**config.mk**
```make
export PLATFORM = sky130hd
export DESIGN_NAME = vga_sync_decoder_flat
export DESIGN_NICKNAME = d
export VERILOG_FILES = /design/src/rtl/vga_sync_decoder_if.sv /design/src/rtl/vga_sync_decoder.sv /design/src/flat_wrapper.sv
export SDC_FILE = /design/constraint.sdc
export NUM_CORES = 1
export LEC_CHECK = 0
export CAP_MARGIN = 20
export CORE_ASPECT_RATIO = 1.1
export CORE_UTILIZATION = 49
export CTS_CLUSTER_DIAMETER = 40
export CTS_CLUSTER_SIZE = 40
export DETAILED_ROUTE_END_ITERATION = 12
export MAX_ROUTING_LAYER = met4
export PLACE_DENSITY = 0.72
export SKIP_LAST_GASP = 1
export SLEW_MARGIN = 10
export SYNTH_ARGS = -nofsm -noshare
export SYNTH_HDL_FRONTEND = slang
export SYNTH_SLANG_ARGS = --single-unit
export TNS_END_PERCENT = 30
```
**constraint.sdc**
```tcl
create_clock -name clk -period 2.2 [get_ports clk]
set_input_delay 0.66 -clock clk [delete_from_list [all_inputs] [get_ports clk]]
set_output_delay 0.66 -clock clk [all_outputs]
set_load 0.02 [all_outputs]
```
**src/rtl/vga_sync_decoder_if.sv**
```systemverilog
// vga_sync_decoder_if: sync inputs and recovered timing outputs of the VGA sync decoder
// master: sync source / consumer side (drives hsync, vsync; reads results)
// slave : decoder side (reads hsync, vsync; drives pixh, pixv, dis_en, locked, err, frame_start, line_len)
interface vga_sync_decoder_if;
  logic        hsync;
  logic        vsync;
  logic [10:0] pixh;
  logic [9:0]  pixv;
  logic        dis_en;
  logic        locked;
  logic        err;
  logic        frame_start;
  logic [10:0] line_len;
  modport master (
    output hsync, vsync,
    input  pixh, pixv, dis_en, locked, err, frame_start, line_len
  );
  modport slave (
    input  hsync, vsync,
    output pixh, pixv, dis_en, locked, err, frame_start, line_len
  );
endinterface

```
**src/rtl/vga_sync_decoder.sv**
```systemverilog
// vga_sync_decoder: rebuilds h/v counters from an hsync/vsync stream, checks geometry, reports lock
// Ports:
//   clk  pixel clock
//   clr  synchronous active-low reset
//   bus  slave side: hsync/vsync in; pixh, pixv, dis_en, locked, err, frame_start, line_len out
module vga_sync_decoder #(
  parameter int HPIX        = 1056,
  parameter int HSP         = 128,
  parameter int HACT        = 256,
  parameter int VPIX        = 628,
  parameter int VSP         = 4,
  parameter int VACT        = 27,
  parameter int VFP         = 627,
  parameter int LOCK_FRAMES = 2
) (
  input  logic               clk,
  input  logic               clr,
  vga_sync_decoder_if.slave  bus
);
  localparam logic [10:0] H_LAST     = 11'(HPIX - 1);
  localparam logic [10:0] H_SYNC_END = 11'(HSP - 1);
  localparam logic [10:0] H_ACT      = 11'(HACT);
  localparam logic [10:0] H_END      = 11'(HPIX);
  localparam logic [9:0]  V_LAST     = 10'(VPIX - 1);
  // the active area never starts inside the vsync pulse
  localparam logic [9:0]  V_ACT      = 10'(VACT > VSP ? VACT : VSP);
  localparam logic [9:0]  V_END      = 10'(VFP);
  localparam int          GW         = $clog2(LOCK_FRAMES + 1);
  localparam logic [GW-1:0] G_LOCK   = GW'(LOCK_FRAMES);

  typedef enum logic [1:0] {SEARCH, TRACK, LOCKED} state_t;

  logic        hs1_q, hs2_q, vs1_q, vs2_q;
  logic [10:0] hcnt_q, hcnt_d;
  logic [9:0]  vcnt_q, vcnt_d;
  logic        hr_ok_q, hr_ok_d;
  logic        vf_pend_q, vf_pend_d;
  logic        frame_bad_q, frame_bad_d;
  logic [10:0] line_len_q, line_len_d;
  logic [10:0] pixh_q, pixh_d;
  logic [9:0]  pixv_q, pixv_d;
  logic        dis_en_q, dis_en_d;
  logic        frame_start_q, frame_start_d;
  state_t      state_q;
  logic [GW-1:0] good_cnt_q;
  logic        locked_q, err_q;
  logic        hf, hr, vf, line_good, restart, frame_good, timeout;

  always_comb begin
    hf            = hs2_q & ~hs1_q;
    hr            = ~hs2_q & hs1_q;
    vf            = vs2_q & ~vs1_q;
    line_good     = hcnt_q == H_LAST && hr_ok_q;
    // a vsync fall landing on the same hf is honoured on that hf
    restart       = hf && (vf_pend_q || vf);
    // the line closing the frame belongs to it, so its check is folded in here
    frame_good    = vcnt_q == V_LAST && !frame_bad_q && line_good;
    // an hf arriving on the saturated count restarts the line instead of timing out
    timeout       = hcnt_q == 11'h7ff && !hf;
    hcnt_d        = hf ? 11'd0 : (hcnt_q == 11'h7ff ? hcnt_q : hcnt_q + 11'd1);
    hr_ok_d       = hr ? hcnt_q == H_SYNC_END : (hf ? 1'b0 : hr_ok_q);
    vf_pend_d     = restart ? 1'b0 : vf_pend_q | vf;
    vcnt_d        = restart ? 10'd0 : (hf && vcnt_q != 10'h3ff ? vcnt_q + 10'd1 : vcnt_q);
    frame_bad_d   = restart ? 1'b0 : frame_bad_q | (hf & ~line_good);
    line_len_d    = hf ? hcnt_q + 11'd1 : line_len_q;
    frame_start_d = restart;
    dis_en_d      = locked_q && hcnt_q >= H_ACT && hcnt_q < H_END && vcnt_q >= V_ACT && vcnt_q < V_END;
    // coordinates only move inside the active window and hold outside it
    pixh_d        = dis_en_d ? hcnt_q - H_ACT : pixh_q;
    pixv_d        = dis_en_d ? vcnt_q - V_ACT : pixv_q;
  end

  always_ff @(posedge clk) begin
    if (!clr) begin
      hs1_q         <= 1'b1;
      hs2_q         <= 1'b1;
      vs1_q         <= 1'b1;
      vs2_q         <= 1'b1;
      hcnt_q        <= '0;
      vcnt_q        <= '0;
      hr_ok_q       <= 1'b0;
      vf_pend_q     <= 1'b0;
      frame_bad_q   <= 1'b0;
      line_len_q    <= '0;
      pixh_q        <= '0;
      pixv_q        <= '0;
      dis_en_q      <= 1'b0;
      frame_start_q <= 1'b0;
    end else begin
      hs1_q         <= bus.hsync;
      hs2_q         <= hs1_q;
      vs1_q         <= bus.vsync;
      vs2_q         <= vs1_q;
      hcnt_q        <= hcnt_d;
      vcnt_q        <= vcnt_d;
      hr_ok_q       <= hr_ok_d;
      vf_pend_q     <= vf_pend_d;
      frame_bad_q   <= frame_bad_d;
      line_len_q    <= line_len_d;
      pixh_q        <= pixh_d;
      pixv_q        <= pixv_d;
      dis_en_q      <= dis_en_d;
      frame_start_q <= frame_start_d;
    end
  end

  always_ff @(posedge clk) begin
    if (!clr) begin
      state_q    <= SEARCH;
      good_cnt_q <= '0;
      locked_q   <= 1'b0;
      err_q      <= 1'b0;
    end else begin
      err_q <= 1'b0;
      if (timeout) begin
        state_q    <= SEARCH;
        good_cnt_q <= '0;
        locked_q   <= 1'b0;
        err_q      <= state_q == LOCKED;
      end else begin
        case (state_q)
          SEARCH: if (restart) begin
            state_q    <= TRACK;
            good_cnt_q <= '0;
          end
          TRACK: if (restart) begin
            if (frame_good) begin
              good_cnt_q <= good_cnt_q + 1'b1;
              if (good_cnt_q + 1'b1 == G_LOCK) begin
                state_q  <= LOCKED;
                locked_q <= 1'b1;
              end
            end else begin
              good_cnt_q <= '0;
            end
          end
          LOCKED: if ((hf && !line_good) || (restart && !frame_good)) begin
            state_q    <= TRACK;
            good_cnt_q <= '0;
            locked_q   <= 1'b0;
            err_q      <= 1'b1;
          end
          default: state_q <= SEARCH;
        endcase
      end
    end
  end

  assign bus.pixh        = pixh_q;
  assign bus.pixv        = pixv_q;
  assign bus.dis_en      = dis_en_q;
  assign bus.locked      = locked_q;
  assign bus.err         = err_q;
  assign bus.frame_start = frame_start_q;
  assign bus.line_len    = line_len_q;
endmodule
```
**src/flat_wrapper.sv**
```systemverilog
// flat-port wrapper written by rule: the top's interface ports become plain ports
module vga_sync_decoder_flat 
#(
  parameter int HPIX        = 1056,
  parameter int HSP         = 128,
  parameter int HACT        = 256,
  parameter int VPIX        = 628,
  parameter int VSP         = 4,
  parameter int VACT        = 27,
  parameter int VFP         = 627,
  parameter int LOCK_FRAMES = 2
)
  (clk, clr, bus_hsync, bus_vsync, bus_pixh, bus_pixv, bus_dis_en, bus_locked, bus_err, bus_frame_start, bus_line_len);
  vga_sync_decoder_if bus_i ();
  input  logic clk;
  input  logic clr;
  input wire logic [$bits(bus_i.hsync)-1:0] bus_hsync;
  input wire logic [$bits(bus_i.vsync)-1:0] bus_vsync;
  output wire logic [$bits(bus_i.pixh)-1:0] bus_pixh;
  output wire logic [$bits(bus_i.pixv)-1:0] bus_pixv;
  output wire logic [$bits(bus_i.dis_en)-1:0] bus_dis_en;
  output wire logic [$bits(bus_i.locked)-1:0] bus_locked;
  output wire logic [$bits(bus_i.err)-1:0] bus_err;
  output wire logic [$bits(bus_i.frame_start)-1:0] bus_frame_start;
  output wire logic [$bits(bus_i.line_len)-1:0] bus_line_len;
  assign bus_i.hsync = bus_hsync;
  assign bus_i.vsync = bus_vsync;
  assign bus_pixh = bus_i.pixh;
  assign bus_pixv = bus_i.pixv;
  assign bus_dis_en = bus_i.dis_en;
  assign bus_locked = bus_i.locked;
  assign bus_err = bus_i.err;
  assign bus_frame_start = bus_i.frame_start;
  assign bus_line_len = bus_i.line_len;
  vga_sync_decoder #(.HPIX(HPIX), .HSP(HSP), .HACT(HACT), .VPIX(VPIX), .VSP(VSP), .VACT(VACT), .VFP(VFP), .LOCK_FRAMES(LOCK_FRAMES)) u_core (.clk(clk), .clr(clr), .bus(bus_i));
endmodule
```
==> results.toml, run 1 <==
[power_and_ir_drop]
comb_power_share_pct = 6.6
power_frac_clock_pct = 41.1
ir_drop_mv = 0.552
p_leak_nw = 1.48
p_int_mw = 1.85
seqPwrFrac_pct = 52.3
cellPowerDensity_nw_per_um2 = 605
switchingPower_mw = 0.595
switching_share_pct = 24.4

[layout]
num_antenna_cells = 0
final_cells = 504
num-fill-cells = 553
nets = 432
drive_above_1_share_pct = 12.7
area_growth_pct = 23.8

[cts]
cts.sinks = 68
ctsRootBufferMaster = "clkbuf_8"
cts_max_path_buffers = 2
cts_tree = "done"
clk_pin_slew_worst_paths_ps = 80
hold_buffers = 0
clock_latency_ps = 350
cts_inserted_buffers = 9
cts_max_level = 3

[placement]
dp_cells = 488
post-dp-hpwl_um = 5610
gp_congestion = 0.852
pre_cts_slack_ps = 97.6
io_buffers = 39

[timing]
finalWorstSetupSlack_ps = 17.7
rsz0062_at_grt = "true"
final-hold-violation-count = 0
max_slew.worst_pin.slew_ps = 584
max_freq_mhz = 458
slew_viol_final = 0
final.period_utilization_pct = 99.2
finClkSkew_ps = 12.9
relSlewSlack_pct = 60.1
min_period_ps = 2180
setup_viol = 0

[route]
vias = 2870
drcViolationCount = 0
dr.pass1.iters = 4
drt-initial-drc-count = 164
routed_wl_um = 7670
vias_per_cell = 5.69
routedWlPerCell_um = 15.2
ant_nets = 0

[global_routing]
grt_pass1_wl_um = 12500
grt_max_degree = 27
grt_antenna_before_repair = 0
first_global_vias = 2683
grt_overflow = 0
grt_use_total_pct = 24.1

[floorplanning]
die_y_um = 87.5
die-area_um2 = 6980
rows = 30
pin_count = 40
core_area_um2 = 6310
die_w_um = 79.8
start_util_pct = 51.7

[synthesis]
synth_edf_count = 0
synth_cells = 368
seq_area_frac_synth_pct = 41.8
synth_top_area_cell = "dfxtp_1"
ys_warn_count = 0
synth_seq_cells = 68
synthTopCellsByArea = "dfxtp_1 42%, mux2i_1 4.9%, nor2_1 3.8%"
async_flop_share_pct = 0
ys.flop_type = "dfxtp_1"
syn_nets = 381
postSynthAreaPerCell_um2 = 8.86
synth_top_area_share_pct = 41.8
synth_area_um2 = 3260
synth_cell_type_count = 52

[hold_path]
hold_class = "register to register"
whs_path_depth = 2

[worst_setup_path]
worstPathArrival_ps = 2440
rrSetupSlack_ps = 20
cp-start-kind = "register"
crit_required_ps = 2460
crit_path_end_kind = "register"
path_class = "register to register"
cp_max_fo = 5
reg2reg_depth = 5

[job]
cap_violations = 0

[status]
status = "complete, no violations"
## registers in the layout, summed over array words and instances (netlist names)
name,count
u_core.vcnt_q,10
u_core.vf_pend_q,1
u_core.bus.locked,1
u_core.bus.dis_en,1
u_core.vs2_q,1
u_core.vs1_q,1
u_core.frame_bad_q,1
u_core.bus.err,1
u_core.good_cnt_q,2
u_core.hcnt_q,11
u_core.bus.line_len,11
u_core.bus.pixh,11
u_core.bus.pixv,10
u_core.hs1_q,1
u_core.hs2_q,1
u_core.state_q,2
u_core.hr_ok_q,1
u_core.bus.frame_start,1
## layout make-up
class	instances	area [µm²]	area share [%]
clock inverters	6	65.1	1.61
clock buffers	10	128	3.16
multi-input cells	258	1710	42.4
flip-flops and latches	68	1360	33.7
inverters	15	56.3	1.39
repair buffers	67	613	15.2
well taps	80	100	2.48
## cells by family after synthesis
kind of cell / after synthesis / synth area share [%]
flip-flops: 68 / 41.8
adder cells (fa/ha/maj): 9 / 3.45
AND/OR/NAND/NOR: 125 / 19.2
AO/OA/AOI/OAI: 88 / 19.5
multiplexers: 16 / 4.91
buffers and inverters: 42 / 5.72
XOR/XNOR: 20 / 5.37
## final timing paths
check | from | end
setup / recovery | u_core.vcnt_q[0] | u_core.good_cnt_q[0]
hold / removal | u_core.bus.pixh[0] | u_core.bus.pixh[0]
setup reg to reg | u_core.vcnt_q[0] | u_core.good_cnt_q[0]
hold reg to reg | u_core.bus.pixh[0] | u_core.bus.pixh[0]
## synthesized netlist by cell type (4+ instances only)
library cell,instances
dfxtp_1,68
nor2_1,33
nand2_1,32
a21oi_1,18
mux2i_1,16
clkbuf_1,15
inv_1,15
xnor2_1,13
a211oi_1,12
nand3_1,12
o21ai_0,11
a31oi_1,10
ha_1,9
nor3_1,9
xor2_1,7
nand2b_1,6
nand4_1,6
a211oi_2,5
and3_1,5
buf_2,5
o31ai_1,5
buf_1,4
o2111ai_1,4
o211ai_1,4
or3_1,4
## metal layers
metal,vias up,GRT usage [%],routed length (µm)
met2,73,38.8,3710
met3,11,5.10,318
met4,0,8.77,112
met5,-,-,0
met1,1357,29.9,3520
li1,1429,-,-
## through the flow
step / power (mW) / area (µm²) / hold WS, ps / util [%] / TNS, ps
after detailed placement: 1.47 / 3840 / 448 / 60.9 / 0
after global placement: 1.46 / 3840 / 440 / 60.9 / 0
final: 2.44 / 4040 / 459 / 64.0 / 0
after floorplan: 1.40 / 3260 / 424 / - / 0
after global routing: 2.53 / 4040 / 475 / 64.0 / -139
after CTS: 2.46 / 4040 / 463 / 64.0 / 0
## worst max-delay path: stages (launching register included)
cell and delay [ps]:
dfxtp_1 410, ha_1 290, or4b_4 530, a2111oi_0 560, o2111ai_1 190, o21ai_0 120
## repair_timing
action / CTS / global route
gates resized for setup: 0 / 1
endpoints found under the setup margin: 0 / 9
setup buffers: 0 / 0
## cell usage in the layout, fill, tap and decap left out, types with 2 or more instances in the layout
cell / n
clkbuf_8: 9
mux2i_1: 16
o41ai_1: 2
and4_1: 2
inv_1: 15
xnor2_1: 13
clkinv_4: 2
nor2b_1: 3
o2111ai_1: 4
and3_1: 4
o211ai_1: 4
dfxtp_1: 68
clkdlybuf4s50_1: 39
nor2_1: 33
nor3_1: 9
a211oi_1: 12
nand4_1: 6
nand2_1: 32
o211a_1: 2
a211oi_2: 5
or3_1: 4
o21ai_0: 11
or2_2: 2
nor4_1: 3
nand3_1: 12
o31ai_1: 5
buf_4: 27
xor2_1: 7
ha_1: 9
nand2b_1: 6
clkinv_2: 2
a311oi_1: 2
a31oi_1: 10
nand4bb_1: 2
a21oi_1: 18
o2111a_1: 2
## power groups by stage
stage | logic [mW] | clock network (mW) | registers (mW)
finish | 0.162 | 1.00 | 1.28
global route | 0.179 | 1.07 | 1.28
CTS | 0.163 | 1.02 | 1.28
detailed placement | 0.162 | 0 | 1.30
global placement | 0.159 | 0 | 1.30
floorplan | 0.0855 | 0 | 1.32
Power figures use the tool's default switching activity.
==> inputs of run 2 (changes only) <==
--- a/config.mk
+++ b/config.mk
@@ -14,7 +14,6 @@
 export MAX_ROUTING_LAYER = met4
 export PLACE_DENSITY = 0.72
 export SKIP_LAST_GASP = 1
-export SLEW_MARGIN = 10
 export SYNTH_ARGS = -nofsm -noshare
 export SYNTH_HDL_FRONTEND = slang
 export SYNTH_SLANG_ARGS = --single-unit
==> results of run 2 <==
Same layout as run 1: the final DEF is identical, and so are final timing and power.
